==> config.mk <==
export PLATFORM = sky130hd
export DESIGN_NAME = fft_stage_writeback
export DESIGN_NICKNAME = d
export VERILOG_FILES = /design/src/rtl/fft_stage_writeback.sv
export SDC_FILE = /design/constraint.sdc
export NUM_CORES = 1
export LEC_CHECK = 0
export BUFFER_PORTS_ARGS = -buffer_cell sky130_fd_sc_hd__buf_2
export CORE_MARGIN = 5
export CORE_UTILIZATION = 55
export CTS_CLUSTER_SIZE = 12
export DETAILED_ROUTE_END_ITERATION = 7
export PLACE_DENSITY = 0.77
export SLEW_MARGIN = 40
export SYNTH_ARGS = -nofsm -noshare
export SYNTH_HDL_FRONTEND = slang
export SYNTH_SLANG_ARGS = --single-unit
==> constraint.sdc <==
create_clock -name clk -period 6.9 [get_ports clk]
set_clock_uncertainty 0.2 [all_clocks]
set_input_delay 0.345 -clock clk [delete_from_list [all_inputs] [get_ports clk]]
set_output_delay 0.345 -clock clk [all_outputs]
set_load 0.02 [all_outputs]
==> src/rtl/fft_stage_writeback.sv <==
// fft_stage_writeback: buffers butterfly pairs and serialises them into a ping-pong stage RAM.
// Define FFT_WB_BITREV_EN to bit-reverse write addresses for natural-order output.
module fft_stage_writeback #(
  parameter int bit_width = 29,
  parameter int N         = 256,
  parameter int SIZE      = 8
) (
  input  logic                        clk,
  input  logic                        rst,
  input  logic                        in_valid,
  output logic                        in_ready,
  input  logic [SIZE-1:0]             adr_ptr1,
  input  logic [SIZE-1:0]             adr_ptr2,
  input  logic signed [bit_width-1:0] data1_re,
  input  logic signed [bit_width-1:0] data1_im,
  input  logic signed [bit_width-1:0] data2_re,
  input  logic signed [bit_width-1:0] data2_im,
  output logic                        wr_en,
  output logic                        wr_bank,
  output logic [SIZE-1:0]             wr_ptr,
  output logic signed [bit_width-1:0] wr_re,
  output logic signed [bit_width-1:0] wr_im,
  output logic                        frame_ready,
  output logic                        ready_bank,
  input  logic                        rd_release,
  output logic [1:0]                  busy
);

  typedef enum logic [1:0] {IDLE, EMIT1, EMIT2, STALL} state_t;

  localparam int              DEPTH = 4;
  localparam logic [SIZE-1:0] LAST  = SIZE'(N - 1);

  logic [SIZE-1:0]             a1_m [DEPTH];
  logic [SIZE-1:0]             a2_m [DEPTH];
  logic signed [bit_width-1:0] r1_m [DEPTH];
  logic signed [bit_width-1:0] i1_m [DEPTH];
  logic signed [bit_width-1:0] r2_m [DEPTH];
  logic signed [bit_width-1:0] i2_m [DEPTH];

  state_t                      state_q;
  logic [1:0]                  wptr_q;
  logic [1:0]                  rptr_q;
  logic [2:0]                  cnt_q;
  logic [2:0]                  cnt_d;
  logic                        in_ready_q;
  logic                        wr_en_q;
  logic                        wr_bank_q;
  logic                        wr_bank_d;
  logic [SIZE-1:0]             wr_ptr_q;
  logic signed [bit_width-1:0] wr_re_q;
  logic signed [bit_width-1:0] wr_im_q;
  logic                        frame_ready_q;
  logic                        ready_bank_q;
  logic                        rd_bank_q;
  logic [1:0]                  busy_q;
  logic [1:0]                  busy_d;
  logic [SIZE-1:0]             wcnt_q;

  logic                        push;
  logic                        pop;
  logic                        from_mem;
  logic                        avail;
  logic                        last;
  logic                        bank_free;
  logic [1:0]                  hidx;
  logic [SIZE-1:0]             h_a1;
  logic [SIZE-1:0]             h_a2;
  logic signed [bit_width-1:0] h_r1;
  logic signed [bit_width-1:0] h_i1;
  logic signed [bit_width-1:0] h_r2;
  logic signed [bit_width-1:0] h_i2;

  function automatic logic [SIZE-1:0] map_adr(input logic [SIZE-1:0] a);
    logic [SIZE-1:0] r;
`ifdef FFT_WB_BITREV_EN
    for (int i = 0; i < SIZE; i++) r[i] = a[SIZE-1-i];
`else
    r = a;
`endif
    return r;
  endfunction

  // In EMIT2 the head is being popped, so the next pair sits one slot
  // further on; an empty FIFO forwards the incoming pair directly.
  always_comb begin
    push      = in_valid && in_ready_q;
    pop       = (state_q == EMIT2);
    hidx      = rptr_q + {1'b0, pop};
    from_mem  = cnt_q > {2'b00, pop};
    avail     = from_mem || push;
    h_a1      = from_mem ? a1_m[hidx] : adr_ptr1;
    h_a2      = from_mem ? a2_m[hidx] : adr_ptr2;
    h_r1      = from_mem ? r1_m[hidx] : data1_re;
    h_i1      = from_mem ? i1_m[hidx] : data1_im;
    h_r2      = from_mem ? r2_m[hidx] : data2_re;
    h_i2      = from_mem ? i2_m[hidx] : data2_im;
    last      = wr_en_q && (wcnt_q == LAST);
    wr_bank_d = wr_bank_q ^ last;
    bank_free = !busy_q[wr_bank_d];
    cnt_d     = cnt_q + {2'b00, push} - {2'b00, pop};
    busy_d    = busy_q;
    if (rd_release && (busy_q != 2'b00)) busy_d[rd_bank_q] = 1'b0;
    if (last) busy_d[wr_bank_q] = 1'b1;
  end

  always_ff @(posedge clk) begin
    if (push) begin
      a1_m[wptr_q] <= adr_ptr1;
      a2_m[wptr_q] <= adr_ptr2;
      r1_m[wptr_q] <= data1_re;
      i1_m[wptr_q] <= data1_im;
      r2_m[wptr_q] <= data2_re;
      i2_m[wptr_q] <= data2_im;
    end
  end

  always_ff @(posedge clk) begin
    if (rst) begin
      state_q       <= IDLE;
      wptr_q        <= '0;
      rptr_q        <= '0;
      cnt_q         <= '0;
      in_ready_q    <= 1'b0;
      wr_en_q       <= 1'b0;
      wr_bank_q     <= 1'b0;
      wr_ptr_q      <= '0;
      wr_re_q       <= '0;
      wr_im_q       <= '0;
      frame_ready_q <= 1'b0;
      ready_bank_q  <= 1'b0;
      rd_bank_q     <= 1'b0;
      busy_q        <= 2'b00;
      wcnt_q        <= '0;
    end else begin
      if (push) wptr_q <= wptr_q + 2'd1;
      if (pop) rptr_q <= rptr_q + 2'd1;
      cnt_q         <= cnt_d;
      in_ready_q    <= (cnt_d != 3'd4);
      if (wr_en_q) wcnt_q <= wcnt_q + SIZE'(1);
      wr_bank_q     <= wr_bank_d;
      busy_q        <= busy_d;
      frame_ready_q <= last;
      if (last) ready_bank_q <= wr_bank_q;
      if (rd_release && (busy_q != 2'b00)) rd_bank_q <= ~rd_bank_q;
      unique case (state_q)
        EMIT1: begin
          state_q  <= EMIT2;
          wr_en_q  <= 1'b1;
          wr_ptr_q <= map_adr(h_a2);
          wr_re_q  <= h_r2;
          wr_im_q  <= h_i2;
        end
        default: begin
          if (avail && bank_free) begin
            state_q  <= EMIT1;
            wr_en_q  <= 1'b1;
            wr_ptr_q <= map_adr(h_a1);
            wr_re_q  <= h_r1;
            wr_im_q  <= h_i1;
          end else begin
            state_q <= avail ? STALL : IDLE;
            wr_en_q <= 1'b0;
          end
        end
      endcase
    end
  end

  assign in_ready    = in_ready_q;
  assign wr_en       = wr_en_q;
  assign wr_bank     = wr_bank_q;
  assign wr_ptr      = wr_ptr_q;
  assign wr_re       = wr_re_q;
  assign wr_im       = wr_im_q;
  assign frame_ready = frame_ready_q;
  assign ready_bank  = ready_bank_q;
  assign busy        = busy_q;

endmodule

==> results of run 1 <==
per-layer routing:
layer | wire, µm | share of wire, % | up-vias
met2 | 30300 | 49 | 783
met3 | 5390 | 8.7 | 109
li1 | - | - | 7200
met4 | 1350 | 2.2 | 2
met1 | 25000 | 40 | 8102
met5 | 11 | 0.018 | -
worst max-delay path, delay by kind of cell, from the launching register on:
kind / cells / cell delay [ns]
AO/OA/AOI/OAI: 4 / 0.98
buffers and inverters: 3 / 1.83
flip-flops: 1 / 0.76
AND/OR/NAND/NOR: 2 / 0.27
where the power goes:
part	switching [µW]	internal [µW]	leakage, µW
clock network	1320	1710	0.000864
logic	2670	1400	0.00368
registers	169	4490	0.00554
through the flow:
step           setup slack [ns]  std cells  area [µm²]
6_report                   2.67       2616       29600
5_1_grt                    2.51       2616       29600
4_1_cts                    2.70       2612       29500
3_5_place_dp               2.76       2365       26400
3_3_place_gp               2.72       2360       26300
2_1_floorplan              2.55       1657       24900
flip-flops by register name, indices dropped and copies added (netlist names):
name         cells
cnt_q            3
a1_m            32
busy             2
i1_m           116
wr_en            1
r1_m           116
ready_bank       1
r2_m           116
i2_m           116
state_q          2
wr_bank          1
wr_re           29
in_ready         1
a2_m            32
wr_ptr           8
rd_bank_q        1
wr_im           29
wptr_q           2
wcnt_q           8
rptr_q           2
frame_ready      1
path summary, 6_finish.rpt:
path                             endpoint  depth (start not counted)      start  slack (ns)
worst min-delay path            wr_im[18]                          2        rst        0.08
worst min register to register  wr_im[25]                          2  wr_im[25]        0.25
worst max-delay path            wr_re[18]                          9  rptr_q[1]        2.67
worst max register to register  wr_re[18]                          9  rptr_q[1]        2.67
cells by family (layout without fill, tap and decap cells):
group	Yosys count	after routing
compound gates	543	543
xor+xnor	11	11
fa+ha+maj	8	8
buf+inv	140	497
flops	619	619
mux	137	137
other cells	0	2
simple gates	199	199
cell usage in the layout (no fill, tap or decap), drive strengths merged, types with 2 or more instances in the layout:
master	synthesis	layout
edfxtp	528	528
o21ai	70	70
diode	0	2
a21oi	139	139
o211ai	67	67
nand4	5	5
xnor2	5	5
ha	7	7
o22ai	65	65
nand3	2	2
mux4	2	2
nor2	91	91
dfxtp	91	91
dlygate4sd3	0	134
nor3	2	2
a211o	66	66
buf	56	244
and3	5	5
inv	6	7
nor2b	6	6
clkinv	0	5
xor2	6	6
or3	3	3
mux2	66	66
nand2b	2	2
mux2i	69	69
nand2	76	76
o311a	65	65
a2bb2oi	67	67
clkbuf	78	107
layout make-up:
type / instances / area [µm²] / share of cell area (%)
inverter: 6 / 22.5 / 0.0761
timing repair buffer: 378 / 2750 / 9.29
antenna: 2 / 5.00 / 0.0169
multi-input combinational: 898 / 6570 / 22.2
tap: 600 / 751 / 2.54
sequential: 619 / 17700 / 59.8
clock inverter: 6 / 42.5 / 0.144
clock buffer: 107 / 1760 / 5.95
==> flow_metrics.tcl, run 1 <==
set metrics [dict create \
    grt-ovfl-total 0 \
    met2_usage_pct 40.1 \
    worstSetupPathType "register to register" \
    yosys.area_share.xor_xnor_pct 0.417 \
    slowest_delay_ns 0.76 \
    final-setup-viol-count 0 \
    clockBufferDepth 3 \
    portBuffers 208 \
    hold_violations 0 \
    power_density_nw_per_um2 398 \
    avgViaCountPerCell 6.19 \
    synthesis.nets 1801 \
    synth_cell_types 49 \
    grt_pass1_vias 16500 \
    finish.utilization_pct 65.6 \
    hold_buffers 134 \
    slew_violations 0 \
    synthMuxAreaShare_pct 5.94 \
    nets 2107 \
    status "complete, no violations" \
    syn_to_final_growth_pct 18.9 \
    synth-seq-area-share_pct 71.1 \
    drt_iter0_markers 1813 \
    initial_core_util_pct 55.2 \
    num_vias 16200 \
    synth_compound_area_share_pct 15.9 \
    rsz0062_at_grt "no" \
    relSlewSlack_pct 43.5 \
    ys_top_cells_by_area "edfxtp_1 64%, dfxtp_1 7.3%, mux2_2 3.0%" \
    numCtsBuffers 60 \
    crit_arrival_ns 4.54 \
    grt_max_degree 94 \
    drive_gt1_share_pct 21.3 \
    num_rows 78 \
    dp_hpwl_um 34000 \
    worstSetupStartpointType "register" \
    syn_inst 1657 \
    synthAdderAreaFrac_pct 0.433 \
    fmax_mhz 236 \
    clkSlewWorstSetupHoldPaths_ns 0.06 \
    clock-sinks 619 \
    grtUsageTotal_pct 24.5 \
    final.setup.tns_ns 0 \
    synth_top_family_by_area "compound AO/OA/AOI/OAI gates" \
    grt-busiest-layer "met2" \
    synth_edf_count 528 \
    critPathCaptureType "register" \
    finalCriticalPeriod_ns 4.23 \
    clk_latency_ns 0.62 \
    dieArea_um2 49600 \
    drt.antenna.violating_nets 0 \
    yosys_warnings 0 \
    yosysMostFrequentCell "edfxtp_1" \
    ctsResizeCount 0 \
    met3_usage_pct 5.25 \
    drc 0 \
    grtUsageMet1_pct 33.7 \
    ir_drop_v 0.000356 \
    ys_seq_elements 619 \
    routabilityCongestion 0.781 \
    cp_common_cell "buf_4" \
    cpMaxStageDelayCell "dfxtp_4" \
    grt_pass1_wl_um 96100 \
    clk_root_buffer_cell "clkbuf_16" \
    wl_um 62000 \
    synth_top_area_share_pct 63.7 \
    die_h_um 223 \
    async_flop_share_pct 0 \
    crit_required_ns 7.20 \
    die_w_um 223 \
    synth_commonest_cells "528 x edfxtp_1, 109 x a21oi_1, 91 x dfxtp_1, 91 x nor2_1, 78 x clkbuf_1" \
    cap_violations 0 \
    cts_setup_buffers 0 \
    p_leak_uw 0.0101 \
    synth-simple-area-share_pct 3.39 \
    avgSynthCellArea_um2 15.0 \
    core_area_um2 45100 \
    wl_per_cell_um 23.7 \
    crit_chain "buf_4, nor2_1, a2bb2oi_4, buf_4, buf_4, nor2_1, o311a_1, a211o_1, a21oi_1" \
    antenna_found_initial 3 \
    synth_ff_type "edfxtp_1" \
    cts_tree "yes" \
    syn_area_um2 24900 \
    synth_top_area_cell "edfxtp_1" \
    io-pin-count 209 \
    holdWs_ns 0.0803 \
    cts.htree.levels 2 \
    p_total_uw 11800 \
    crit_fanout 52 \
    fin_crit_sh_pct 61.3 \
    n_fill_cell 3228 \
    hold_path.class "primary input to register" \
    drt_first_pass_iters 5 \
    tightest_slew_ns 0.848 \
]
No activity file was read; power rests on OpenSTA's default activity.
==> run 2: changes to the inputs <==
--- a/config.mk
+++ b/config.mk
@@ -7,10 +7,10 @@
 export LEC_CHECK = 0
 export BUFFER_PORTS_ARGS = -buffer_cell sky130_fd_sc_hd__buf_2
 export CORE_MARGIN = 5
-export CORE_UTILIZATION = 55
+export CORE_UTILIZATION = 54
 export CTS_CLUSTER_SIZE = 12
 export DETAILED_ROUTE_END_ITERATION = 7
-export PLACE_DENSITY = 0.77
+export PLACE_DENSITY = 0.79
 export SLEW_MARGIN = 40
 export SYNTH_ARGS = -nofsm -noshare
 export SYNTH_HDL_FRONTEND = slang
==> constraint.sdc (replaced) <==
create_clock -name clk -period 3.6 [get_ports clk]
set_clock_uncertainty 0.2 [all_clocks]
set_input_delay 0.18 -clock clk [delete_from_list [all_inputs] [get_ports clk]]
set_output_delay 0.18 -clock clk [all_outputs]
set_load 0.02 [all_outputs]
==> flow_metrics.tcl, run 2 (synthesis results as in run 1) <==
set metrics [dict create \
    numCtsBuffers 61 \
    clkPwrFrac_pct 26.1 \
    wl_um 62400 \
    ctsResizeCount 0 \
    worstSetupPathType "register to register" \
    slowest_delay_ns 0.63 \
    final.setup.tns_ns 0 \
    drive_gt1_share_pct 21.5 \
    grt_max_degree 86 \
    p_leak_uw 0.0102 \
    drt_iter0_markers 1680 \
    power_density_nw_per_um2 763 \
    routabilityCongestion 0.775 \
    wl_per_cell_um 23.8 \
    clockBufferDepth 3 \
    syn_to_final_growth_pct 19.8 \
    wl_met3_um 5030 \
    grt_pass1_wl_um 96400 \
    clock-sinks 619 \
    cpMaxStageDelayCell "a21oi_4" \
    num_rows 78 \
    cts_setup_buffers 0 \
    cts.htree.levels 2 \
    fin_crit_sh_pct 86.6 \
    status "complete, no violations" \
    io-pin-count 209 \
    switching_share_pct 35.1 \
    cts_tree "yes" \
    drt_first_pass_iters 6 \
    n_fill_cell 3211 \
    portBuffers 208 \
    crit_required_ns 3.94 \
    power.switching_uw 7990 \
    clkSlewWorstSetupHoldPaths_ns 0.06 \
    intPower_uw 14800 \
    reg2reg_slack_ns 0.48 \
    worstSetupStartpointType "register" \
    die_w_um 225 \
    ir_drop_v 0.000913 \
    clk_root_buffer_cell "clkbuf_16" \
    dp_hpwl_um 34100 \
    power_frac_seq_pct 39.3 \
    hold_path.class "primary input to register" \
    drt.antenna.violating_nets 0 \
    num_vias 16300 \
    nets 2109 \
    grt_pass1_vias 16800 \
    tightest_slew_ns 0.838 \
    grt-ovfl-total 0 \
    initial_core_util_pct 54.7 \
    antenna_found_initial 6 \
    clk_latency_ns 0.61 \
    avgViaCountPerCell 6.23 \
    dieArea_um2 50500 \
    cap_violations 0 \
    p_total_uw 22800 \
    final_common_cell "edfxtp_1" \
    die_h_um 225 \
    top_layer_used "met5" \
    slew_violations 0 \
    crit_arrival_ns 3.46 \
    fmax_mhz 321 \
    hold_violations 0 \
    crit_fanout 85 \
    final-setup-viol-count 0 \
    mostFrequentLayoutCells "528 x edfxtp_1, 207 x buf_2, 137 x dlygate4sd3_1" \
    drc 0 \
    critPathCaptureType "register" \
    comb_power_share_pct 34.6 \
    finalCriticalPeriod_ns 3.12 \
    wl_met1_um 25600 \
    core_area_um2 45500 \
    crit_chain "nand2b_1, a21oi_4, or2_4, buf_12, a21oi_1, a211o_1, a21oi_2" \
    rsz0062_at_grt "no" \
    wl_met2_um 30500 \
    grtUsageTotal_pct 24.2 \
    relSlewSlack_pct 44.1 \
]
==> run 2: cell count changes in the layout (fill, tap and decap cells not counted), moves of 2 or more <==
cell           previous run  this run
buf_4                    26        16
buf_12                    3        18
clkbuf_1                 40        33
clkbuf_8                  6         9
clkbuf_16                61        63
dlygate4sd3_1           134       137
buf_8                     2         0
diode_2                   2         5
buf_6                     5         1
==> run 2: area by class of cell <==
| cell class | count | area, µm² | area share [%] |
|---|---|---|---|
| sequential | 619 | 17700 | 59.3 |
| multi-input combinational | 898 | 6570 | 22.0 |
| timing repair buffer | 379 | 2900 | 9.73 |
| clock buffer | 105 | 1820 | 6.12 |
| tap | 600 | 751 | 2.52 |
| clock inverter | 8 | 43.8 | 0.147 |
| inverter | 6 | 22.5 | 0.0756 |
| antenna | 5 | 12.5 | 0.0420 |
==> run 2: worst paths after layout <==
check              start    endpoint  cells after the start
max           state_q[1]   wr_im[20]                      7
min          data2_re[4]  r2_m[3][4]                      2
max reg2reg   state_q[1]   wr_im[20]                      7
min reg2reg     wr_im[4]    wr_im[4]                      2
==> run 2: power groups by stage <==
stage,sequential (µW),clock [µW],combinational [µW]
after floorplan,9290,0,5180
after global placement,9040,0,7390
after detailed placement,9070,0,7650
after CTS,8930,6010,7820
after global routing,8990,6360,8410
final,8940,5940,7870
==> run 2: what timing repair did <==
action                                  4_1_cts  5_1_grt
endpoints found under the setup margin        0        0
endpoints found under the hold margin       618        0
hold buffers                                137        0
==> run 2: metal layers <==
layer  global-route usage (%)  vias up
li1                         -     7206
met1                     33.1     8179
met2                     39.7      810
met3                     4.67      114
met4                     7.42        2
met5                        0        -
==> run 2: per-stage QoR <==
step / util [%] / hold slack [ns] / cell area [µm²] / instances / worst slack, ns
after floorplan: - / 0.0789 / 24900 / 1657 / 0.738
after global placement: 58.4 / 0.200 / 26500 / 2365 / 0.500
after detailed placement: 58.4 / 0.210 / 26600 / 2365 / 0.499
after CTS: 65.5 / 0.0994 / 29800 / 2615 / 0.494
after global routing: 65.5 / 0.133 / 29800 / 2620 / 0.328
final: 65.5 / 0.128 / 29800 / 2620 / 0.482
==> run 2: critical path: cells and delay by family (launching register included) <==
family                 cells  cell delay, ns
AO/OA/AOI/OAI              4            1.28
buffers and inverters      1            0.36
flip-flops                 1            0.43
AND/OR/NAND/NOR            2            0.68
